### config.mk
export PLATFORM = sky130hd
export DESIGN_NAME = gpr_wb_queue_flat
export DESIGN_NICKNAME = d
export VERILOG_FILES = /design/src/rtl/gpr_wb_queue_if.sv /design/src/rtl/gpr_wb_queue.sv /design/src/flat_wrapper.sv
export SDC_FILE = /design/constraint.sdc
export NUM_CORES = 1
export LEC_CHECK = 0
export ABC_AREA = 1
export ABC_CLOCK_PERIOD_IN_PS = 6200
export CELL_PAD_IN_SITES_DETAIL_PLACEMENT = 1
export CELL_PAD_IN_SITES_GLOBAL_PLACEMENT = 1
export CORE_ASPECT_RATIO = 1.75
export CORE_UTILIZATION = 42
export CTS_BUF_LIST = sky130_fd_sc_hd__clkbuf_4 sky130_fd_sc_hd__clkbuf_8
export DETAILED_ROUTE_END_ITERATION = 10
export PLACE_DENSITY = 0.89
export SYNTH_ARGS = -nofsm -noshare
export SYNTH_HDL_FRONTEND = slang
export SYNTH_SLANG_ARGS = --single-unit
export TNS_END_PERCENT = 30
### constraint.sdc
create_clock -name clk -period 6.2 [get_ports clk]
set_input_delay 0.93 -clock clk [delete_from_list [all_inputs] [get_ports clk]]
set_output_delay 0.93 -clock clk [all_outputs]
set_load 0.005 [all_outputs]
### src/rtl/gpr_wb_queue_if.sv
`default_nettype none
// ============================================================================
//  Module   : regf_w (interface)
//  Purpose  : GPR write-port bundle. One register write per cycle: a
//             destination index and its data. Index 0 is a no-op write.
//  Ports    : regf  - destination register index (ADDR_W)
//             data  - write data (DATA_W)
//  Modports : master - drives regf/data (write-back queue side)
//             slave  - receives regf/data (register file side)
//  Revision : 1.0 - initial release
// ============================================================================
interface regf_w #(
    parameter int ADDR_W = 5,
    parameter int DATA_W = 32
);
    logic [ADDR_W-1:0] regf;
    logic [DATA_W-1:0] data;

    modport master (output regf, output data);
    modport slave  (input  regf, input  data);
endinterface
`default_nettype wire

### src/rtl/gpr_wb_queue.sv
`default_nettype none
// ============================================================================
//  Module   : gpr_wb_queue
//  Purpose  : Master side of the GPR write port. Merges write-back requests
//             from producer A (in-order pipeline) and producer B (long-latency
//             unit) into a small in-order FIFO, commits one entry per cycle on
//             the rd write port, and offers youngest-match bypass lookups for
//             the rs/rt read addresses.
//  Ports    : clk, rst (async, active low)
//             a_valid/a_regf/a_data/a_ready - producer A request + accept
//             b_valid/b_regf/b_data/b_ready - producer B request + accept
//             rd (regf_w.master)            - GPR write port
//             rs_regf/rs_hit/rs_data        - bypass lookup, rs
//             rt_regf/rt_hit/rt_data        - bypass lookup, rt
//             count                         - occupied entries (0..DEPTH)
//  Revision : 1.0 - initial release
// ============================================================================
module gpr_wb_queue #(
    parameter int DEPTH  = 4,
    parameter int DATA_W = 32,
    parameter int ADDR_W = 5
) (
    input  logic                   clk,
    input  logic                   rst,
    input  logic                   a_valid,
    input  logic [ADDR_W-1:0]      a_regf,
    input  logic [DATA_W-1:0]      a_data,
    output logic                   a_ready,
    input  logic                   b_valid,
    input  logic [ADDR_W-1:0]      b_regf,
    input  logic [DATA_W-1:0]      b_data,
    output logic                   b_ready,
    regf_w.master                  rd,
    input  logic [ADDR_W-1:0]      rs_regf,
    output logic                   rs_hit,
    output logic [DATA_W-1:0]      rs_data,
    input  logic [ADDR_W-1:0]      rt_regf,
    output logic                   rt_hit,
    output logic [DATA_W-1:0]      rt_data,
    output logic [$clog2(DEPTH):0] count
);
    localparam int PTR_W = $clog2(DEPTH);
    localparam int CNT_W = PTR_W + 1;
    localparam logic [CNT_W-1:0] c_depth = CNT_W'(DEPTH);
    localparam logic [CNT_W-1:0] c_one   = CNT_W'(1);

    logic [ADDR_W-1:0] r_regf [DEPTH];
    logic [DATA_W-1:0] r_data [DEPTH];
    logic [PTR_W-1:0]  r_head;
    logic [PTR_W-1:0]  r_tail;
    logic [CNT_W-1:0]  r_count;

    logic [CNT_W-1:0]  w_free;
    logic              w_a_fire;
    logic              w_b_fire;
    logic              w_a_store;
    logic              w_b_store;
    logic              w_deq;
    logic [PTR_W-1:0]  w_b_slot;

    // Free space ignores the entry leaving this cycle, so readiness never
    // depends on the drain and B's grant only depends on A's grant.
    assign w_free   = c_depth - r_count;
    assign a_ready  = (w_free >= c_one);
    assign b_ready  = (w_free >= (c_one + CNT_W'(a_valid & a_ready)));

    assign w_a_fire = a_valid & a_ready;
    assign w_b_fire = b_valid & b_ready;

    // Writes to register 0 handshake normally but are dropped here.
    assign w_a_store = w_a_fire & (a_regf != '0);
    assign w_b_store = w_b_fire & (b_regf != '0);

    // B lands after A when both are stored in the same cycle.
    assign w_b_slot = r_tail + PTR_W'(w_a_store);

    // The head entry is on the port for the whole cycle and is committed by
    // the register file at the next edge, so every occupied cycle dequeues.
    assign w_deq = (r_count != '0);

    always_ff @(posedge clk or negedge rst) begin
        if (!rst) begin
            r_head  <= '0;
            r_tail  <= '0;
            r_count <= '0;
            for (int i = 0; i < DEPTH; i++) begin
                r_regf[i] <= '0;
                r_data[i] <= '0;
            end
        end else begin
            if (w_a_store) begin
                r_regf[r_tail] <= a_regf;
                r_data[r_tail] <= a_data;
            end
            if (w_b_store) begin
                r_regf[w_b_slot] <= b_regf;
                r_data[w_b_slot] <= b_data;
            end
            r_tail  <= r_tail + PTR_W'(w_a_store) + PTR_W'(w_b_store);
            if (w_deq) begin
                r_head <= r_head + PTR_W'(1);
            end
            r_count <= r_count + CNT_W'(w_a_store) + CNT_W'(w_b_store)
                       - CNT_W'(w_deq);
        end
    end

    // Write port comes straight from queue registers; an empty queue drives
    // a register-0 no-op write.
    assign rd.regf = w_deq ? r_regf[r_head] : '0;
    assign rd.data = w_deq ? r_data[r_head] : '0;
    assign count   = r_count;

    // Bypass search walks from oldest to youngest; a later match overrides an
    // earlier one so the youngest pending value wins. The head entry being
    // committed this cycle is still included.
    always_comb begin
        rs_hit  = 1'b0;
        rs_data = '0;
        rt_hit  = 1'b0;
        rt_data = '0;
        for (int k = 0; k < DEPTH; k++) begin
            if (CNT_W'(k) < r_count) begin
                if ((rs_regf != '0) && (r_regf[r_head + PTR_W'(k)] == rs_regf)) begin
                    rs_hit  = 1'b1;
                    rs_data = r_data[r_head + PTR_W'(k)];
                end
                if ((rt_regf != '0) && (r_regf[r_head + PTR_W'(k)] == rt_regf)) begin
                    rt_hit  = 1'b1;
                    rt_data = r_data[r_head + PTR_W'(k)];
                end
            end
        end
    end
endmodule
`default_nettype wire
### src/flat_wrapper.sv
// flat-port wrapper written by rule: the top's interface ports become plain ports
module gpr_wb_queue_flat 
#(
    parameter int DEPTH  = 4,
    parameter int DATA_W = 32,
    parameter int ADDR_W = 5
)
  (clk, rst, a_valid, a_regf, a_data, a_ready, b_valid, b_regf, b_data, b_ready, rs_regf, rs_hit, rs_data, rt_regf, rt_hit, rt_data, count, rd_regf, rd_data);
  regf_w #(.ADDR_W(ADDR_W), .DATA_W(DATA_W)) rd_i ();
  input  logic clk;
  input  logic rst;
  input  logic a_valid;
  input  logic [ADDR_W-1:0] a_regf;
  input  logic [DATA_W-1:0] a_data;
  output logic a_ready;
  input  logic b_valid;
  input  logic [ADDR_W-1:0] b_regf;
  input  logic [DATA_W-1:0] b_data;
  output logic b_ready;
  input  logic [ADDR_W-1:0] rs_regf;
  output logic rs_hit;
  output logic [DATA_W-1:0] rs_data;
  input  logic [ADDR_W-1:0] rt_regf;
  output logic rt_hit;
  output logic [DATA_W-1:0] rt_data;
  output logic [$clog2(DEPTH):0] count;
  output wire logic [$bits(rd_i.regf)-1:0] rd_regf;
  output wire logic [$bits(rd_i.data)-1:0] rd_data;
  assign rd_regf = rd_i.regf;
  assign rd_data = rd_i.data;
  gpr_wb_queue #(.DEPTH(DEPTH), .DATA_W(DATA_W), .ADDR_W(ADDR_W)) u_core (.clk(clk), .rst(rst), .a_valid(a_valid), .a_regf(a_regf), .a_data(a_data), .a_ready(a_ready), .b_valid(b_valid), .b_regf(b_regf), .b_data(b_data), .b_ready(b_ready), .rd(rd_i), .rs_regf(rs_regf), .rs_hit(rs_hit), .rs_data(rs_data), .rt_regf(rt_regf), .rt_hit(rt_hit), .rt_data(rt_data), .count(count));
endmodule
==> results_dict.tcl, run 1 <==
set metrics [dict create \
    status "finished clean" \
    p_per_area_nw_per_um2 687.5 \
    cp-start-kind "flop" \
    postSynthCellCount 2543 \
    synth.distinct_cells 31 \
    die_x_um 142.8 \
    post-route-period-util_pct 92.27 \
    yosys-top-cells-area "dfrtp_1, nand2_1, o21ai_0" \
    core_area_um2 33960 \
    port_buffers 195 \
    rr_endpoint "u_core.r_data[62]$_DFF_PN0_" \
    first_iter_violations 1355 \
    synth_most_common_cell "nand2_1" \
    core.rowCount 89 \
    ff2ff_path_depth 13 \
    yosys_register_bits 155 \
    synth_area_leader_cell "dfrtp_1" \
    grtUsageMet3_pct 5.353 \
    reg2reg_setup_slack_ns 1.98 \
    grt_use_met2_pct 65.13 \
    setup_violations 0 \
    cts_buffers 17 \
    worstPathArrival_ns 4.79 \
    cts_setup_buffers 0 \
    period_minus_slack_ns 5.721 \
    cts_max_level 4 \
    max_freq_mhz 174.8 \
    r2r_start "u_core.count[0]$_DFF_PN0_" \
    drive_gt1_share_pct 3.900 \
    wl_per_cell_um 21.18 \
    place_hpwl_um 43370 \
    utilization_pct 49.94 \
    synthesis.nets 2643 \
    pwr-share-comb_pct 76.1 \
    final_nets 2677 \
    fillers 4825 \
    dieArea_um2 35480 \
    syn_area_per_cell_um2 5.732 \
    synth_flop_cell "dfrtp_1" \
    crit_fanout 50 \
    path_common_cell "nand2_1" \
    die_h_um 248.4 \
    rsz0062_at_grt "no" \
    grt_pass1_wl_um 102300 \
    seq_power_share_pct 16.9 \
    intPower_mw 4.864 \
    viasPerCell 6.006 \
    ctsHoldBuffers 0 \
    area_growth_pct 16.38 \
    ys_warn_count 0 \
    holdWs_ns 0.3258 \
    cp_cell_sequence "inv_2 > nand2_1 > nand2_2 > nand3_1 > nand3_1 > nand2_1 > nor2_4 > nand3_2 > nand2_1 > nand3_1 > nand2_1 > nand2_1 > clkdlybuf4s50_1" \
    start_util_pct 42.91 \
    synth_top_area_share_pct 26.61 \
    synthTopCellsByCount "nand2_1, o21ai_0, nor2_1" \
    drv_cap 0 \
    cts_num_sinks 155 \
    cpMaxStageDelayCell "nand3_2" \
    p_clk_share_pct 7.0 \
    slew_violations 0 \
    multi_input_area_um2 9081 \
    grt_max_degree 242 \
    critical-path-top-delay-family "simple AND/OR/NAND/NOR gates" \
    drt_wl_total_um 64570 \
    cts_buffer_depth 2 \
    ant_nets 0 \
    min_path_type "primary input to asynchronous set/reset pin" \
    power.switching_mw 6.797 \
    drc 0 \
    async_flop_share_pct 100.0 \
    cts.clk_slew.worst_paths_ns 0.08 \
    slew_headroom_pct 21.50 \
    clock_skew_ns 0.01389 \
    worst-path-buf-inv 2 \
    via_count 18310 \
    synth_edf_count 0 \
    busiest_layer "met2" \
    postCtsResizedCells 0 \
    hold_violations 0 \
    critical_path_class "flop to output pin" \
    tns_ns 0 \
    antenna_found_initial 3 \
    clk_latency_ns 0.51 \
    cp_data_required_time_ns 5.27 \
    p_sw_share_pct 58.29 \
    worst-path-stages 13 \
    first_global_vias 19210 \
    end_kind "output pin" \
    first_pass_iters 5 \
    ios 196 \
    grt_use_total_pct 37.27 \
    tritoncts "done" \
    gp_congestion 0.9433 \
    syn_area_um2 14580 \
    leakagePower_nw 7.856 \
    slowest_delay_ns 0.77 \
    clock-root-buffer "clkbuf_8" \
    ys_seq_area_share_pct 26.61 \
    grt_util_met1_pct 40.43 \
    worst_pin_slew_ns 1.174 \
    grt-ovfl-total 0 \
    regArea_um2 3889 \
    max-vdd-ir-drop_v 0.0002733 \
]
per-layer routing:
layer / routed length, um / up-vias
li1: - / 8383
met1: 23890 / 8934
met2: 33100 / 739
met3: 3154 / 251
met4: 4429 / 0
met5: 0 / -
state kept, by name, indices dropped and copies added (netlist names):
name,flops
u_core.r_data,128
u_core.r_head,2
u_core.count,3
u_core.r_regf,20
u_core.r_tail,2
worst max-delay path by stage:
| stage | startpoint | to | slack (ns) |
|---|---|---|---|
| after floorplan | u_core.count[0]$_DFF_PN0_ | u_core.r_data[56]$_DFF_PN0_ | 2.95 |
| after global placement | u_core.r_head[0]$_DFFE_PN0N_ | rt_data[21] | 1.18 |
| after detailed placement | u_core.r_head[0]$_DFFE_PN0N_ | rt_data[17] | 1.13 |
| after CTS | u_core.r_head[0]$_DFFE_PN0N_ | rt_data[17] | 0.59 |
| after global routing | u_core.r_head[0]$_DFFE_PN0N_ | rt_data[3] | 0.19 |
| final | u_core.r_head[0]$_DFFE_PN0N_ | rt_data[4] | 0.48 |
cell families (layout without fill, tap and decap cells):
group                    after synthesis  after routing  share of synthesized area [%]
AO/OA/AOI/OAI                        575            575                          20.43
AND/OR/NAND/NOR                     1365           1365                          39.02
flip-flops                           155            155                          26.61
other                                  0              3                              0
buffers and inverters                426            473                          12.20
XOR/XNOR                              10             10                         0.6009
adder cells (fa/ha/maj)               12             12                          1.133
final cells by class:
type | count | area share [%]
flip-flops and latches | 155 | 22.93
multi-input cells | 1962 | 53.54
clock inverters | 10 | 0.6860
well taps | 455 | 3.356
diodes | 3 | 0.04426
inverters | 219 | 4.846
clock buffers | 22 | 1.674
repair buffers | 222 | 12.93
metrics by stage:
stage	power (mW)	cells	cell area, um2	setup slack [ns]
after global placement	10.22	3013	16550	1.176
after floorplan	7.187	2543	14580	2.953
after global routing	12.61	3048	16960	0.1891
final	11.66	3048	16960	0.4795
after detailed placement	10.62	3013	16550	1.133
after CTS	11.49	3045	16960	0.5855
power groups by stage:
stage | combinational, mW | sequential, mW | clock [mW]
2_1_floorplan | 5.43 | 1.76 | 0
3_3_place_gp | 8.30 | 1.93 | 0
3_5_place_dp | 8.66 | 1.96 | 0
4_1_cts | 8.72 | 1.95 | 0.826
5_1_grt | 9.74 | 2.01 | 0.858
6_report | 8.87 | 1.97 | 0.819
placed cells by master (no fill, tap or decap), types with 3 or more instances in the layout:
cell / netlist / final
a21oi_1: 6 / 6
buf_12: 0 / 3
buf_4: 19 / 24
clkbuf_4: 0 / 3
clkbuf_8: 0 / 19
clkdlybuf4s50_1: 0 / 194
clkinvlp_4: 0 / 5
dfrtp_1: 155 / 151
diode_2: 0 / 3
ha_1: 10 / 9
inv_1: 212 / 212
inv_2: 6 / 7
nand2_1: 818 / 816
nand3_1: 132 / 124
nand3_2: 2 / 4
nand3_4: 0 / 6
nand4_1: 66 / 66
nor2_1: 262 / 261
nor2_4: 1 / 8
nor4_1: 68 / 68
o21ai_0: 427 / 427
o21ai_1: 70 / 70
o21ai_2: 4 / 4
o22ai_1: 68 / 68
xnor2_1: 4 / 4
xor2_1: 6 / 6
worst reg2reg max path: stages, from the launching register on:
cell      delay [ns]
dfrtp_1         0.40
inv_1           0.13
ha_1            0.23
ha_2            0.33
nand3b_1        0.10
and2_1          0.19
nand2_4         0.40
inv_1           0.11
ha_1            0.22
xnor2_1         0.55
inv_1           0.24
nand3_4         0.71
o21ai_0         0.32
o22ai_1         0.17
Note: power is estimated with default switching activity, not from simulation.
==> run 2: changes to the inputs <==
Settings changed: ABC_AREA 1 to 0, CORE_UTILIZATION 42 to 47, PLACE_DENSITY 0.89 to 0.9.
==> results_dict.tcl, run 2 <==
set metrics [dict create \
    dieArea_um2 31010 \
    yosys_register_bits 155 \
    synth.distinct_cells 56 \
    async_flop_share_pct 100.0 \
    grt-ovfl-total 0 \
    yosys-top-cells-area "dfrtp_1, mux2i_1, mux2_2" \
    clock_skew_ns 0.01041 \
    regMostFlops "u_core.r_data" \
    first_global_vias 15770 \
    postCtsResizedCells 0 \
    critical-path-top-delay-family "compound AO/OA/AOI/OAI gates" \
    min_path_type "primary input to asynchronous set/reset pin" \
    clk_latency_ns 0.51 \
    multi_input_area_um2 9648 \
    synth_flop_cell "dfrtp_1" \
    start_util_pct 47.52 \
    tns_ns 0 \
    final_cell_mix "mux2i_1, o21ai_0, clkdlybuf4s50_1, nand2_1, dfrtp_1" \
    post-route-period-util_pct 95.20 \
    ios 196 \
    cts_setup_buffers 0 \
    wl_per_cell_um 26.30 \
    worst-path-buf-inv 1 \
    drv_cap 0 \
    period_minus_slack_ns 5.903 \
    die_h_um 232.2 \
    worstPathArrival_ns 4.97 \
    postSynthCellCount 1673 \
    core_area_um2 29950 \
    placed_cell_area_um2 16270 \
    cts_num_sinks 155 \
    first_iter_violations 973 \
    grt_pass1_wl_um 87610 \
    ys_warn_count 0 \
    max-vdd-ir-drop_v 0.0003364 \
    rsz0062_at_grt "no" \
    critical_path_class "flop to output pin" \
    worstSetupEndpoint "rt_data[13]" \
    synthesis.nets 1773 \
    cts_buffer_depth 2 \
    drc 0 \
    ff2ff_path_depth 11 \
    crit_fanout 63 \
    final_nets 1853 \
    first_pass_iters 5 \
    status "finished clean" \
    cp_cell_sequence "mux4_2 > a2111oi_1 > nor2_4 > nor3_1 > o31ai_1 > a21oi_1 > clkdlybuf4s50_1" \
    via_count 14590 \
    syn_area_per_cell_um2 8.509 \
    max_freq_mhz 169.4 \
    largest_reg_flops 128 \
    clock-root-buffer "clkbuf_8" \
    rr_endpoint "u_core.r_data[119]$_DFF_PN0_" \
    synth_area_leader_cell "dfrtp_1" \
    detailedPlace.worstSlack_ns 0.9379 \
    ant_nets 0 \
    worst_pin_slew_ns 1.139 \
    drive_gt1_share_pct 12.63 \
    cts_buffers 17 \
    synth_edf_count 0 \
    die_x_um 133.6 \
    viasPerCell 6.768 \
    synth_top_area_share_pct 27.25 \
    ctsHoldBuffers 0 \
    synth_most_common_cell "mux2i_1" \
    grt_max_degree 109 \
    p_per_area_nw_per_um2 653.2 \
    grt_use_total_pct 36.86 \
    cp_data_required_time_ns 5.27 \
    regArea_um2 3886 \
    tritoncts "done" \
    hold_violations 0 \
    setup_violations 0 \
    cts.clk_slew.worst_paths_ns 0.09 \
    antenna_found_initial 2 \
    drt_wl_total_um 56680 \
    cts_max_level 4 \
    fillers 3534 \
    leakagePower_nw 6.543 \
    gp_congestion 0.8945 \
    core.rowCount 84 \
    worst-path-stages 7 \
    end_kind "output pin" \
    ys_seq_area_share_pct 27.25 \
    synthTopCellsByCount "mux2i_1, o21ai_0, nand2_1" \
    reg2reg_setup_slack_ns 1.66 \
    cpMaxStageDelayCell "dfrtp_4" \
    setup_slack_ns 0.2975 \
    slowest_delay_ns 1.00 \
    slew_headroom_pct 23.73 \
    port_buffers 195 \
    final_common_cell "mux2i_1" \
    area_growth_pct 17.24 \
    place_hpwl_um 37210 \
    r2r_start "u_core.count[0]$_DFF_PN0_" \
    syn_area_um2 14230 \
    startpoint "u_core.r_head[1]$_DFFE_PN0N_" \
    slew_violations 0 \
    fin_area_um2 16690 \
    cp-start-kind "flop" \
]
-- run 2: changes by cell type after synthesis, moves of 116 or more --
cell	delta
inv_1	-200
mux2_2	+116
mux2i_1	+242
nand2_1	-645
nor2_1	-117
o21ai_0	-215
-- run 2: metal layers --
layer  wire length, um  track usage, %  vias up
li1                  -               -     6271
met1             20550           39.90     7360
met2             29180           64.11      691
met3              2980           5.043      264
met4              3970           29.37        0
met5                 0               0        -
-- run 2: kinds of logic (layout without fill, tap and decap cells) --
logic type	Yosys count	after routing	share of synthesized area [%]
fa+ha+maj	12	12	1.160
simple gates	504	504	16.20
mux	377	377	29.16
other cells	0	2	0
xor+xnor	42	42	2.637
compound gates	405	405	18.06
flops	155	155	27.25
buf+inv	178	271	5.529
-- run 2: final cells by class --
cell class                      instances  share of cell area [%]
Inverter                               12                  0.2849
Clock buffer                           22                   1.777
Sequential cell                       155                   23.29
Antenna cell                            2                 0.02999
Clock inverter                         10                  0.6898
Tap cell                              387                   2.901
Multi-Input combinational cell       1340                   57.81
Timing Repair Buffer                  227                   13.22
-- run 2: stage by stage --
step,utilization (%),hold WS (ns),instances,power [mW]
after floorplan,-,0.5417,1673,6.938
after global placement,54.32,0.5629,2121,9.459
after detailed placement,54.32,0.5847,2121,9.842
after CTS,55.70,0.5874,2153,10.75
after global routing,55.71,0.6213,2155,11.51
final,55.71,0.5318,2155,10.90
-- run 2: how the worst min path moves through the flow --
stage	cells after the start	slack, ns	start	endpoint
after global placement	2	0.56	u_core.r_data[9]$_DFF_PN0_	u_core.r_data[9]$_DFF_PN0_
after floorplan	2	0.54	u_core.r_data[0]$_DFF_PN0_	u_core.r_data[0]$_DFF_PN0_
final	1	0.53	rst	u_core.r_data[89]$_DFF_PN0_
after CTS	1	0.59	rst	u_core.r_data[89]$_DFF_PN0_
after global routing	1	0.62	rst	u_core.r_data[89]$_DFF_PN0_
after detailed placement	2	0.58	u_core.r_data[7]$_DFF_PN0_	u_core.r_data[7]$_DFF_PN0_
-- run 2: power by group --
group          internal [mW]  switching (mW)
clock network          0.403           0.423
registers               1.56           0.614
logic                   3.32            4.59
total                   5.28            5.63
-- run 2: worst reg2reg max path, delay by kind of cell, from the launching register on --
kind	cells	cell delay, ns
simple gates	2	1.29
buf+inv	3	0.85
fa+ha+maj	3	0.78
compound gates	2	0.60
xor+xnor	1	0.45
flops	1	0.42
